===== src/rtl/lap_stopwatch.sv =====
// Multi-digit BCD stopwatch with start/stop/resume, lap capture and a sticky
// overflow flag. Two raw active-low buttons in, multiplexed common-cathode
// 7-segment display out.
//
// state      | meaning
// -----------+-----------------------------------------------
// S_IDLE     | cleared, counter halted, showing count
// S_RUN      | counter advancing, showing count
// S_LAP_VIEW | counter advancing, showing frozen lap value
// S_STOP_LAP | counter halted, showing frozen lap value
// S_STOP     | counter halted, showing count
module lap_stopwatch #(
    parameter int                    NUM_DIGITS   = 6,
    parameter int                    INC_CE_DIV   = 10_000_000,
    parameter int                    SEL_CE_DIV   = 100_000,
    parameter int                    DBNC_DIV     = 500_000,
    parameter int                    SEG_CLK_BITS = 8,
    parameter logic [NUM_DIGITS-1:0] DP_MASK      = 6'b001010
) (
    input  logic                  SYSCLK,
    input  logic                  RESETN,
    input  logic                  BTN_SS,
    input  logic                  BTN_LAP,
    output logic                  SEGA,
    output logic                  SEGB,
    output logic                  SEGC,
    output logic                  SEGD,
    output logic                  SEGE,
    output logic                  SEGF,
    output logic                  SEGG,
    output logic                  SEGDP,
    output logic [NUM_DIGITS-1:0] SEGCAT,
    output logic                  SEGCLK,
    output logic                  RUNNING,
    output logic                  LAP_SHOWN,
    output logic                  OVF
);

    localparam int CW   = 4 * NUM_DIGITS;
    localparam int DB_W = $clog2(DBNC_DIV);
    localparam int PS_W = $clog2(INC_CE_DIV);
    localparam int ST_W = $clog2(SEL_CE_DIV);
    localparam int SL_W = $clog2(NUM_DIGITS);

    localparam logic [DB_W-1:0] DB_RELOAD = DB_W'(DBNC_DIV - 1);
    localparam logic [PS_W-1:0] PS_LAST   = PS_W'(INC_CE_DIV - 1);
    localparam logic [ST_W-1:0] ST_RELOAD = ST_W'(SEL_CE_DIV - 1);
    localparam logic [SL_W-1:0] SEL_LAST  = SL_W'(NUM_DIGITS - 1);

    typedef enum logic [2:0] {
        S_IDLE, S_RUN, S_LAP_VIEW, S_STOP_LAP, S_STOP
    } state_t;

    // bit 0 = start/stop, bit 1 = lap; 1 = released
    logic [1:0]            sync1, sync2, db_lvl;
    logic [1:0][DB_W-1:0]  db_tmr;
    logic                  ss_evt, lap_evt;

    state_t                state;
    logic [PS_W-1:0]       presc;
    logic [CW-1:0]         count, lap, count_inc, disp;
    logic                  count_wrap, counting, inc;

    logic [ST_W-1:0]       sel_tmr;
    logic [SL_W-1:0]       sel;
    logic [SEG_CLK_BITS-1:0] seg_div;
    logic [3:0]            digit;
    logic [6:0]            seg;

    // Two-flop synchronisers for the raw asynchronous buttons.
    always_ff @(posedge SYSCLK or negedge RESETN) begin
        if (!RESETN) begin
            sync1 <= 2'b11;
            sync2 <= 2'b11;
        end else begin
            sync1 <= {BTN_LAP, BTN_SS};
            sync2 <= sync1;
        end
    end

    // Debounce: down-counter reloads whenever the synchronised level matches the
    // accepted level, so only an unbroken run of DBNC_DIV differing samples is accepted.
    always_ff @(posedge SYSCLK or negedge RESETN) begin
        if (!RESETN) begin
            db_lvl <= 2'b11;
            db_tmr <= {2{DB_RELOAD}};
        end else begin
            for (int i = 0; i < 2; i++) begin
                if (sync2[i] == db_lvl[i]) begin
                    db_tmr[i] <= DB_RELOAD;
                end else if (db_tmr[i] == '0) begin
                    db_lvl[i] <= sync2[i];
                    db_tmr[i] <= DB_RELOAD;
                end else begin
                    db_tmr[i] <= db_tmr[i] - 1'b1;
                end
            end
        end
    end

    assign ss_evt  = db_lvl[0] & ~sync2[0] & (db_tmr[0] == '0);
    assign lap_evt = db_lvl[1] & ~sync2[1] & (db_tmr[1] == '0);

    // BCD ripple increment of the count; carry out of the top digit flags a wrap.
    always_comb begin
        logic carry;
        carry     = 1'b1;
        count_inc = count;
        for (int i = 0; i < NUM_DIGITS; i++) begin
            if (carry) begin
                if (count[4*i +: 4] >= 4'd9) begin
                    count_inc[4*i +: 4] = 4'd0;
                end else begin
                    count_inc[4*i +: 4] = count[4*i +: 4] + 4'd1;
                    carry = 1'b0;
                end
            end
        end
        count_wrap = carry;
    end

    assign counting = (state == S_RUN) || (state == S_LAP_VIEW);
    assign inc      = counting && (presc == PS_LAST);

    // Control FSM with prescaler, count, lap register and registered status outputs.
    // Captures use the pre-increment count; start/stop wins over lap in the same cycle.
    always_ff @(posedge SYSCLK or negedge RESETN) begin
        if (!RESETN) begin
            state     <= S_IDLE;
            presc     <= '0;
            count     <= '0;
            lap       <= '0;
            OVF       <= 1'b0;
            RUNNING   <= 1'b0;
            LAP_SHOWN <= 1'b0;
        end else begin
            if (counting) begin
                presc <= inc ? '0 : presc + 1'b1;
                if (inc) begin
                    count <= count_inc;
                    if (count_wrap) OVF <= 1'b1;
                end
            end
            case (state)
                S_IDLE: begin
                    if (ss_evt) begin
                        state   <= S_RUN;
                        presc   <= '0;
                        RUNNING <= 1'b1;
                    end
                end
                S_RUN: begin
                    if (ss_evt) begin
                        state   <= S_STOP;
                        RUNNING <= 1'b0;
                    end else if (lap_evt) begin
                        state     <= S_LAP_VIEW;
                        lap       <= count;
                        LAP_SHOWN <= 1'b1;
                    end
                end
                S_LAP_VIEW: begin
                    if (ss_evt) begin
                        state   <= S_STOP_LAP;
                        RUNNING <= 1'b0;
                    end else if (lap_evt) begin
                        lap <= count;
                    end
                end
                S_STOP_LAP: begin
                    if (ss_evt) begin
                        state   <= S_LAP_VIEW;
                        RUNNING <= 1'b1;
                    end else if (lap_evt) begin
                        state     <= S_STOP;
                        LAP_SHOWN <= 1'b0;
                    end
                end
                S_STOP: begin
                    if (ss_evt) begin
                        state   <= S_RUN;
                        RUNNING <= 1'b1;
                    end else if (lap_evt) begin
                        state <= S_IDLE;
                        count <= '0;
                        lap   <= '0;
                        OVF   <= 1'b0;
                    end
                end
                default: begin
                    state     <= S_IDLE;
                    RUNNING   <= 1'b0;
                    LAP_SHOWN <= 1'b0;
                end
            endcase
        end
    end

    // Digit multiplexer and free-running segment-driver clock divider.
    always_ff @(posedge SYSCLK or negedge RESETN) begin
        if (!RESETN) begin
            sel_tmr <= ST_RELOAD;
            sel     <= '0;
            seg_div <= '0;
        end else begin
            seg_div <= seg_div + 1'b1;
            if (sel_tmr == '0) begin
                sel_tmr <= ST_RELOAD;
                sel     <= (sel == SEL_LAST) ? '0 : sel + 1'b1;
            end else begin
                sel_tmr <= sel_tmr - 1'b1;
            end
        end
    end

    assign disp   = LAP_SHOWN ? lap : count;
    assign digit  = disp[4*sel +: 4];
    assign SEGCAT = {{(NUM_DIGITS-1){1'b0}}, 1'b1} << sel;
    assign SEGDP  = DP_MASK[sel];
    assign SEGCLK = seg_div[SEG_CLK_BITS-1];

    // 7-segment decode, bit order {a,b,c,d,e,f,g}; non-decimal codes blank the digit.
    always_comb begin
        case (digit)
            4'd0:    seg = 7'b1111110;
            4'd1:    seg = 7'b0110000;
            4'd2:    seg = 7'b1101101;
            4'd3:    seg = 7'b1111001;
            4'd4:    seg = 7'b0110011;
            4'd5:    seg = 7'b1011011;
            4'd6:    seg = 7'b1011111;
            4'd7:    seg = 7'b1110000;
            4'd8:    seg = 7'b1111111;
            4'd9:    seg = 7'b1111011;
            default: seg = 7'b0000000;
        endcase
    end

    assign {SEGA, SEGB, SEGC, SEGD, SEGE, SEGF, SEGG} = seg;

endmodule

===== config.mk =====
export PLATFORM = sky130hd
export DESIGN_NAME = lap_stopwatch
export DESIGN_NICKNAME = d
export VERILOG_FILES = /design/src/rtl/lap_stopwatch.sv
export SDC_FILE = /design/constraint.sdc
export NUM_CORES = 1
export LEC_CHECK = 0
export CORE_MARGIN = 5
export CORE_UTILIZATION = 37
export DETAILED_ROUTE_END_ITERATION = 12
export GPL_TIMING_DRIVEN = 0
export HOLD_SLACK_MARGIN = 0.1
export PLACE_DENSITY = 0.6
export SLEW_MARGIN = 20
export SYNTH_ARGS = -nofsm -noshare
export SYNTH_HDL_FRONTEND = slang
export SYNTH_SLANG_ARGS = --single-unit
export TNS_END_PERCENT = 10

===== constraint.sdc =====
create_clock -name SYSCLK -period 7 [get_ports SYSCLK]
set_input_delay 1.4 -clock SYSCLK [delete_from_list [all_inputs] [get_ports SYSCLK]]
set_output_delay 1.4 -clock SYSCLK [all_outputs]
set_load 0.005 [all_outputs]

======== Yosys cells after proc, flatten, opt, wreduce, memory -nomap -nowiden ========
Memories as Yosys holds them, arrays and structs flattened.
Cells that the tools add are included.
storage, ports and cells
  flip-flop bits (word level) ............. 150
  logic and storage cells ................. 154
  memory bits (read-only) ................. 120
  input port bits ......................... 4
  output and inout port bits .............. 18
  memories ................................ 2
cells by class
  order comparisons ....................... 7
  bitwise gates (word level) .............. 9
  multiplexer cells ....................... 67
  shift operators ......................... 2
  equality and inequality tests ........... 23
  reductions and logical operators ........ 16
  $add $sub $neg .......................... 12
memory list
  name              depth  bits a word  rd ports  clocked after Yosys merged registers in  wr ports  RTL line  text
  (name not given)  16     7            1         0                                        0         224       case (digit)
  (name not given)  8      1            1         0                                        0         219       assign SEGDP = DP_MASK[sel];
operators with widths
  kind                                                                      count
  24-bit two-way mux                                                        14
  19-bit two-way mux                                                        4
  24-bit one-hot mux with 2 select lines                                    1
  4-bit two-way mux                                                         11
  19-bit zero test                                                          2
  19-bit by 1-bit subtractor with 19-bit output (second input constant)     2
  3-bit two-way mux                                                         9
  24-bit by 1-bit adder with 24-bit output (second input constant)          1
  4-bit by 1-bit adder with 4-bit output (second input constant)            6
  24-bit == test (second input constant)                                    1
  4-bit >= comparator (second input constant)                               6
  1-bit two-way mux                                                         24
  24-bit by 6-bit variable part select with 4-bit output                    1
  2-bit inequality test (second input constant)                             9
  17-bit zero test                                                          1
  17-bit two-way mux                                                        1
  17-bit by 1-bit subtractor with 17-bit output (second input constant)     1
  3-bit one-hot mux with 5 select lines                                     1
  5-bit AND reduction                                                       3
  3-bit inequality test (second input constant)                             3
  8-bit by 1-bit adder with 8-bit output (second input constant)            1
  3-bit by 2-bit == test with 1-bit output (second input constant)          2
  3-bit == test (second input constant)                                     2
  2-bit by 1-bit inequality test with 1-bit output (second input constant)  3
  other kinds (16)                                                          27

======== Longest topological paths before layout ========
Gate-level depths: netlist of run 1.
  depth in word-level cells ............... 13
  depth in mapped cells ................... 10
  gate-level depth less buffers ........... 8

======== Worst setup path after synthesis of run 1 ========
No wires, ideal clock.
  path kind ............................... register to output
  start ................................... register sel[1]
  end ..................................... output SEGB
  arrival time ............................ 2.371 ns
  setup slack ............................. 3.229 ns
  data required time ...................... 5.600 ns
  cell stages (with the launch flop) ...... 8
  path buffers ............................ 1
  cells stage by stage .................... dfrtp_1 > clkbuf_1 > mux4_2 > a22o_1 > a21oi_1 > ha_1 > o21ai_0 > a21boi_0
between the ends
  cells in the longest elaborated chain, start to end .. 2
ends and longest elaborated chain
  element                                                 RTL line  text
  from (decl)                                             65        logic [SL_W-1:0] sel;
  from (signal assigned)                                  209       sel <= (sel == SEL_LAST) ? '0 : sel + 1'b1;
  24-bit by 6-bit variable part select with 4-bit output  217       assign digit = disp[4*sel +: 4];
  memory 16 x 7 bit                                       -
  to (decl)                                               25        output logic SEGB,
No other way between the ends.

======== Worst setup path in the final report of run 1 ========
Same ends and word-level chain as after synthesis.

==> impl_metrics.ini, run 1 <==
[sta]
grt_setup_unrepaired = no
worst_pin_slew_ns = 1.015
setup_viol = 0
relSlewSlack = 0.3174
finalMaxSlewViolations = 0
max_clock_freq_mhz = 192.8
setup_tns_ns = 0
final.setup.worst_slack_ns = 1.815
hold_ws_ns = 0.3558
finalHoldViolations = 0
layout_min_cycle_time_ns = 5.186
tcrit_tclk_final = 0.7408
finalClockSkew_ns = 0.009282

[clocking]
ctsRootBufferMaster = sky130_fd_sc_hd__clkbuf_16
worstSkewPairLatency_ns = 0.42
numCtsBuffers = 17
cts.repair_timing.setup_buffer_count = 0
htree_levels = 4
cts_resized = 0
cts_sinks = 150
path_clk_slew_ns = 0.06
cts_tree = done
hold_buffers = 0
clockBufferDepth = 2

[floorplan]
chipHeight_um = 159.2
die-area_mm2 = 0.02534
fp-row-count = 54
num_io_pins = 22
fp.dieW_um = 159.2
core_mm2 = 0.02189
initial_core_util = 0.3762

[routing]
postRouteAntennaNets = 0
detail_route.first_pass.iterations = 4
drt_wl_total_um = 17450
dr.first_iter.drc_count = 413
detailroute.via_count = 6145
routedWlPerCell_um = 14.91
drc_viols = 0
vias_per_cell = 5.252

[global_routing]
number_of_global_route_vias_before_repair = 6123
grt_overflow_total = 0
grt.total_usage = 0.1412
grt_antenna_before_repair = 0
grt_pass1_wl_um = 30130
grt_max_degree = 80

[status]
status = finished clean

[power]
total_power_mw = 1.960
leakagePower_nw = 3.859
vdd_ir_drop_max_v = 0.0001564
power_density_mw_per_mm2 = 206.2

[yosys]
synth_async_sr_flop_share = 1.000
yosys_cell_types = 73
synth.mux.area_fraction = 0.04558
netlist_area_mm2 = 0.008235
top_area_cells_in_the_synthesized_netlist = sky130_fd_sc_hd__dfrtp_1, sky130_fd_sc_hd__dfstp_2, sky130_fd_sc_hd__ha_1
synth.net_count = 874
yosys_warnings = 0
synth_top_family_by_area = simple AND/OR/NAND/NOR gates
synth-edff-count = 0
synth_fa_ha_area_frac = 0.05166
ys_dominant_reg_cell = sky130_fd_sc_hd__dfrtp_1
post_synth_xor_area_fraction = 0.07642
synthTopCellsByCount = sky130_fd_sc_hd__dfrtp_1, sky130_fd_sc_hd__nand2_1, sky130_fd_sc_hd__nor2_1, sky130_fd_sc_hd__inv_1, sky130_fd_sc_hd__xnor2_1
yosys_register_bits = 150
synthMostInstantiatedCell = sky130_fd_sc_hd__dfrtp_1
seq_area_frac_synth = 0.4616
synthesis.area_per_instance_um2 = 9.851
synth_largest_type_area_fraction = 0.3403
synth_simple_gate_area_frac = 0.2361
post_synth_inst_count = 836
cell_type_contributing_the_most_total_cell_area_after_synthesis = sky130_fd_sc_hd__dfrtp_1
synth_compound_area_frac = 0.08842

[setup_path]
worstSetupStartpointType = register
timing_worst_setup_path_type = reg2out
endpoint_kind = output pin
worst_r2r_endpoint = count[19]
max_fo_critical_path = 10
reg2reg_slack_ns = 4.26
critical_path_required_ns = 5.60
arrival_ns = 3.79
r2r_start = db_tmr[0]
worstRegToRegCells = 7

[finish]
area_delta_synth_final_pct = 15.42
fraction_of_layout_instances_using_a_drive_strength_above_1 = 0.1494
layout.core_utilization = 0.4342
final_net_count = 915
num_antenna_cells = 0
final_area_mm2 = 0.009505
fillers = 2132
post_layout_nonfiller_instances = 1170

[placement]
port_buffers = 21
numPlacedInstances = 1138
postPlaceCellArea_mm2 = 0.008828
detailedPlace.worstSlack_ns = 2.232
place_hpwl_um = 12460
weighted_congestion_at_the_end_of_routability_driven_global_placement = 0.8057

[worst_hold_path]
hold_path_class = reg2reg
worstHoldEndpoint = sync2[1]
worstHoldPathCells = 0
min_from = sync1[1]

[flow_run]
max-cap-violations = 0
-- where the power goes --
part	switching, mW	internal (mW)	total, mW
combinational	0.0246	0.00778	0.0324
clock	0.378	0.672	1.05
sequential	0.00315	0.875	0.878
total	0.406	1.55	1.96
-- kinds of logic (layout without fill, tap and decap cells) --
| logic type | after synthesis | in the layout |
|---|---|---|
| AO/OA/AOI/OAI | 113 | 113 |
| XOR/XNOR | 71 | 71 |
| adder cells (fa/ha/maj) | 34 | 34 |
| buffers and inverters | 80 | 134 |
| flip-flops | 150 | 150 |
| multiplexers | 23 | 23 |
| AND/OR/NAND/NOR | 365 | 365 |
-- worst max-delay path, cell delays in order, from the launching register on --
cell	delay (ns)
sky130_fd_sc_hd__dfrtp_1	0.33
sky130_fd_sc_hd__clkbuf_1	0.37
sky130_fd_sc_hd__clkbuf_1	0.42
sky130_fd_sc_hd__mux4_2	0.55
sky130_fd_sc_hd__mux2i_1	0.22
sky130_fd_sc_hd__o22a_1	0.29
sky130_fd_sc_hd__ha_1	0.27
sky130_fd_sc_hd__o21ai_0	0.15
sky130_fd_sc_hd__a21boi_0	0.22
sky130_fd_sc_hd__clkdlybuf4s50_1	0.53
-- registers in the layout (all words and copies together), names as in the netlist, 3 cells and up --
register / count
lap: 24
presc: 24
sel: 3
db_tmr: 38
state: 3
sel_tmr: 17
seg_div: 8
count: 24
-- area by class of cell --
| class | count | area [um2] | share of cell area |
|---|---|---|---|
| Buffer | 30 | 143.9 | 0.01514 |
| Clock buffer | 17 | 425.4 | 0.04475 |
| Clock inverter | 15 | 251.5 | 0.02646 |
| Inverter | 50 | 187.7 | 0.01974 |
| Multi-Input combinational cell | 606 | 4103 | 0.4316 |
| Sequential cell | 150 | 3801 | 0.3999 |
| Tap cell | 280 | 350.3 | 0.03686 |
| Timing Repair Buffer | 22 | 242.7 | 0.02554 |
-- per-layer routing --
layer | wire [um] | vias to the layer above | global-route usage
met5 | 0 | - | 0
met4 | 253 | 0 | 0.04226
met3 | 607 | 19 | 0.03210
met2 | 8202 | 75 | 0.2310
met1 | 8382 | 3021 | 0.1879
li1 | - | 3030 | -
-- placed cells by master, fill, tap and decap left out, types with 23 or more instances in the layout --
master	n
sky130_fd_sc_hd__nor4_1	23
sky130_fd_sc_hd__inv_1	50
sky130_fd_sc_hd__xor2_1	23
sky130_fd_sc_hd__ha_1	34
sky130_fd_sc_hd__nor3_1	23
sky130_fd_sc_hd__dfstp_2	38
sky130_fd_sc_hd__a21oi_1	25
sky130_fd_sc_hd__nand2_1	90
sky130_fd_sc_hd__nor2_1	86
sky130_fd_sc_hd__dfrtp_1	112
sky130_fd_sc_hd__nand3_1	36
sky130_fd_sc_hd__xnor2_1	47
-- worst max-delay path by stage --
| stage | from | to | cells past startpoint |
|---|---|---|---|
| 2_1_floorplan | sel[1] | SEGB | 7 |
| 6_report | sel[1] | SEGB | 9 |
| 3_3_place_gp | RESETN | seg_div[1] | 1 |
| 4_1_cts | sel[1] | SEGB | 9 |
| 3_5_place_dp | sel[1] | SEGB | 9 |
| 5_1_grt | sel[1] | SEGB | 9 |
Note: power is estimated with default switching activity, not from simulation.
==> run 2: changes to the inputs <==
- PLACE_DENSITY: 0.6 -> 0.62
- clock period: 7 -> 4.3 ns (I/O delays scaled with it)
==> impl_metrics.ini, run 2 (same netlist as run 1, synthesis figures left out) <==
[finish]
fillers = 2129
regMostFlops = db_tmr
final_net_count = 916
area_delta_synth_final_pct = 15.27
final_area_mm2 = 0.009493
largest_register_ff_count = 38
fraction_of_layout_instances_using_a_drive_strength_above_1 = 0.1605
final_cell_mix = sky130_fd_sc_hd__dfrtp_1, sky130_fd_sc_hd__nand2_1, sky130_fd_sc_hd__nor2_1, sky130_fd_sc_hd__inv_1, sky130_fd_sc_hd__xnor2_1
num_antenna_cells = 0
mostFrequentLayoutCell = sky130_fd_sc_hd__dfrtp_1

[sta]
setup_viol = 0
layout_min_cycle_time_ns = 4.091
setup_tns_ns = 0
worst_pin_slew_ns = 1.027
tcrit_tclk_final = 0.9514
finalHoldViolations = 0
hold_ws_ns = 0.3569
grt_setup_unrepaired = no
finalMaxSlewViolations = 0
finalClockSkew_ns = 0.01402
relSlewSlack = 0.3089
max_clock_freq_mhz = 244.4

[global_routing]
grt_antenna_before_repair = 0
grt.total_usage = 0.1432
grt_max_degree = 79
grt_pass1_wl_um = 30200
number_of_global_route_vias_before_repair = 6063
grt_overflow_total = 0

[floorplan]
core_mm2 = 0.02189
die-area_mm2 = 0.02534
fp-row-count = 54
initial_core_util = 0.3762
num_io_pins = 22
chipHeight_um = 159.2
fp.dieW_um = 159.2

[setup_path]
peak_per_stage_delay_on_the_critical_path_ns = 0.53
crit_path_top_delay_cell = sky130_fd_sc_hd__clkdlybuf4s50_1
critical_path_required_ns = 3.44
arrival_ns = 3.23
worstSetupStartpointType = register
timing_worst_setup_path_type = reg2out
worst_r2r_endpoint = count[19]
endpoint_kind = output pin
worstRegToRegCells = 7
crit_path_cell_trace = buf_4, mux4_2, mux2i_1, o22a_2, ha_1, o21ai_0, a21boi_0, clkdlybuf4s50_1
r2r_start = db_tmr[0]
worst_path_dominant_cell_family = buffers and inverters
reg2reg_slack_ns = 1.58
max_fo_critical_path = 10
critPathBufInv = 2

[power]
leakagePower_nw = 3.853
vdd_ir_drop_max_v = 0.0002733
power_density_mw_per_mm2 = 320.7
total_power_mw = 3.045

[placement]
weighted_congestion_at_the_end_of_routability_driven_global_placement = 0.8312
postPlaceCellArea_mm2 = 0.008828
port_buffers = 21
place_hpwl_um = 12410

[clocking]
path_clk_slew_ns = 0.06
numCtsBuffers = 17
worstSkewPairLatency_ns = 0.45
hold_buffers = 0
cts_sinks = 150
htree_levels = 4
cts_tree = done
clockBufferDepth = 2
ctsRootBufferMaster = sky130_fd_sc_hd__clkbuf_16

[routing]
drt_wl_total_um = 17780
detailroute.via_count = 6194
postRouteAntennaNets = 0
vias_per_cell = 5.289
drc_viols = 0
dr.first_iter.drc_count = 445
routedWlPerCell_um = 15.18
detail_route.first_pass.iterations = 5

[worst_hold_path]
worstHoldEndpoint = sync2[0]
min_from = sync1[0]
hold_path_class = reg2reg
worstHoldPathCells = 0

[flow_run]
max-cap-violations = 0

[status]
status = finished clean
-- run 2: cell count changes in the layout (fill, tap and decap cells not counted), sizes merged --
cell / change
buf: +3
bufinv: -3
clkbuf: -1
clkinvlp: +1
inv: +1
-- run 2: worst max-delay path by stage --
stage | start | depth (start not counted) | slack (ns) | endpoint
after floorplan | sel[1] | 7 | 1.07 | SEGB
after global placement | RESETN | 1 | -3.92 | seg_div[6]
after detailed placement | sel[1] | 11 | 0.16 | SEGD
after CTS | sel[0] | 8 | 0.04 | SEGB
after global routing | sel[0] | 8 | 0.006 | SEGB
final | sel[0] | 8 | 0.21 | SEGB
-- run 2: what timing repair did --
| action | in CTS | in global routing |
|---|---|---|
| gates cloned | 0 | 0 |
| endpoints found under the setup margin | 7 | 3 |
| resized for setup | 5 | 6 |
| setup buffers | 0 | 3 |
-- run 2: stage by stage --
| step | utilization | worst slack (ns) | std cells |
|---|---|---|---|
| after floorplan | - | 1.069 | 836 |
| after global placement | 0.4018 | -3.923 | 1137 |
| after detailed placement | 0.4033 | 0.1566 | 1138 |
| after CTS | 0.4314 | 0.03586 | 1168 |
| after global routing | 0.4336 | 0.005907 | 1171 |
| final | 0.4336 | 0.2089 | 1171 |
-- run 2: cell type report --
type | instances | area [um2] | area share
tap | 280 | 350.3 | 0.03691
sequential | 150 | 3805 | 0.4008
inverter | 50 | 187.7 | 0.01977
buffer | 28 | 143.9 | 0.01516
clock buffer | 18 | 439.2 | 0.04626
multi-input combinational | 606 | 4115 | 0.4335
timing repair buffer | 25 | 277.8 | 0.02926
clock inverter | 14 | 173.9 | 0.01832
-- run 2: worst register-to-register path: cells and delay by family (launching register included) --
| kind | cells | cell delay [ns] |
|---|---|---|
| AOI/OAI and AO/OA | 3 | 1.22 |
| and+or+nand+nor | 2 | 0.83 |
| DFF | 1 | 0.39 |
| adders and majority gates | 1 | 0.14 |
| buffers and inverters | 1 | 0.08 |
-- run 2: metal layers --
| layer | up-vias | GRT usage | routed length (um) |
|---|---|---|---|
| li1 | 3038 | - | - |
| met5 | - | 0 | 0 |
| met1 | 3040 | 0.1908 | 8434 |
| met4 | 0 | 0.04537 | 281 |
| met3 | 20 | 0.03831 | 724 |
| met2 | 96 | 0.2285 | 8337 |
-- run 2: power breakdown --
group | leakage (nW) | internal (mW) | switching, mW
registers | 1.93 | 1.42 | 0.00544
logic | 1.63 | 0.0126 | 0.0398
clock network | 0.289 | 0.932 | 0.631
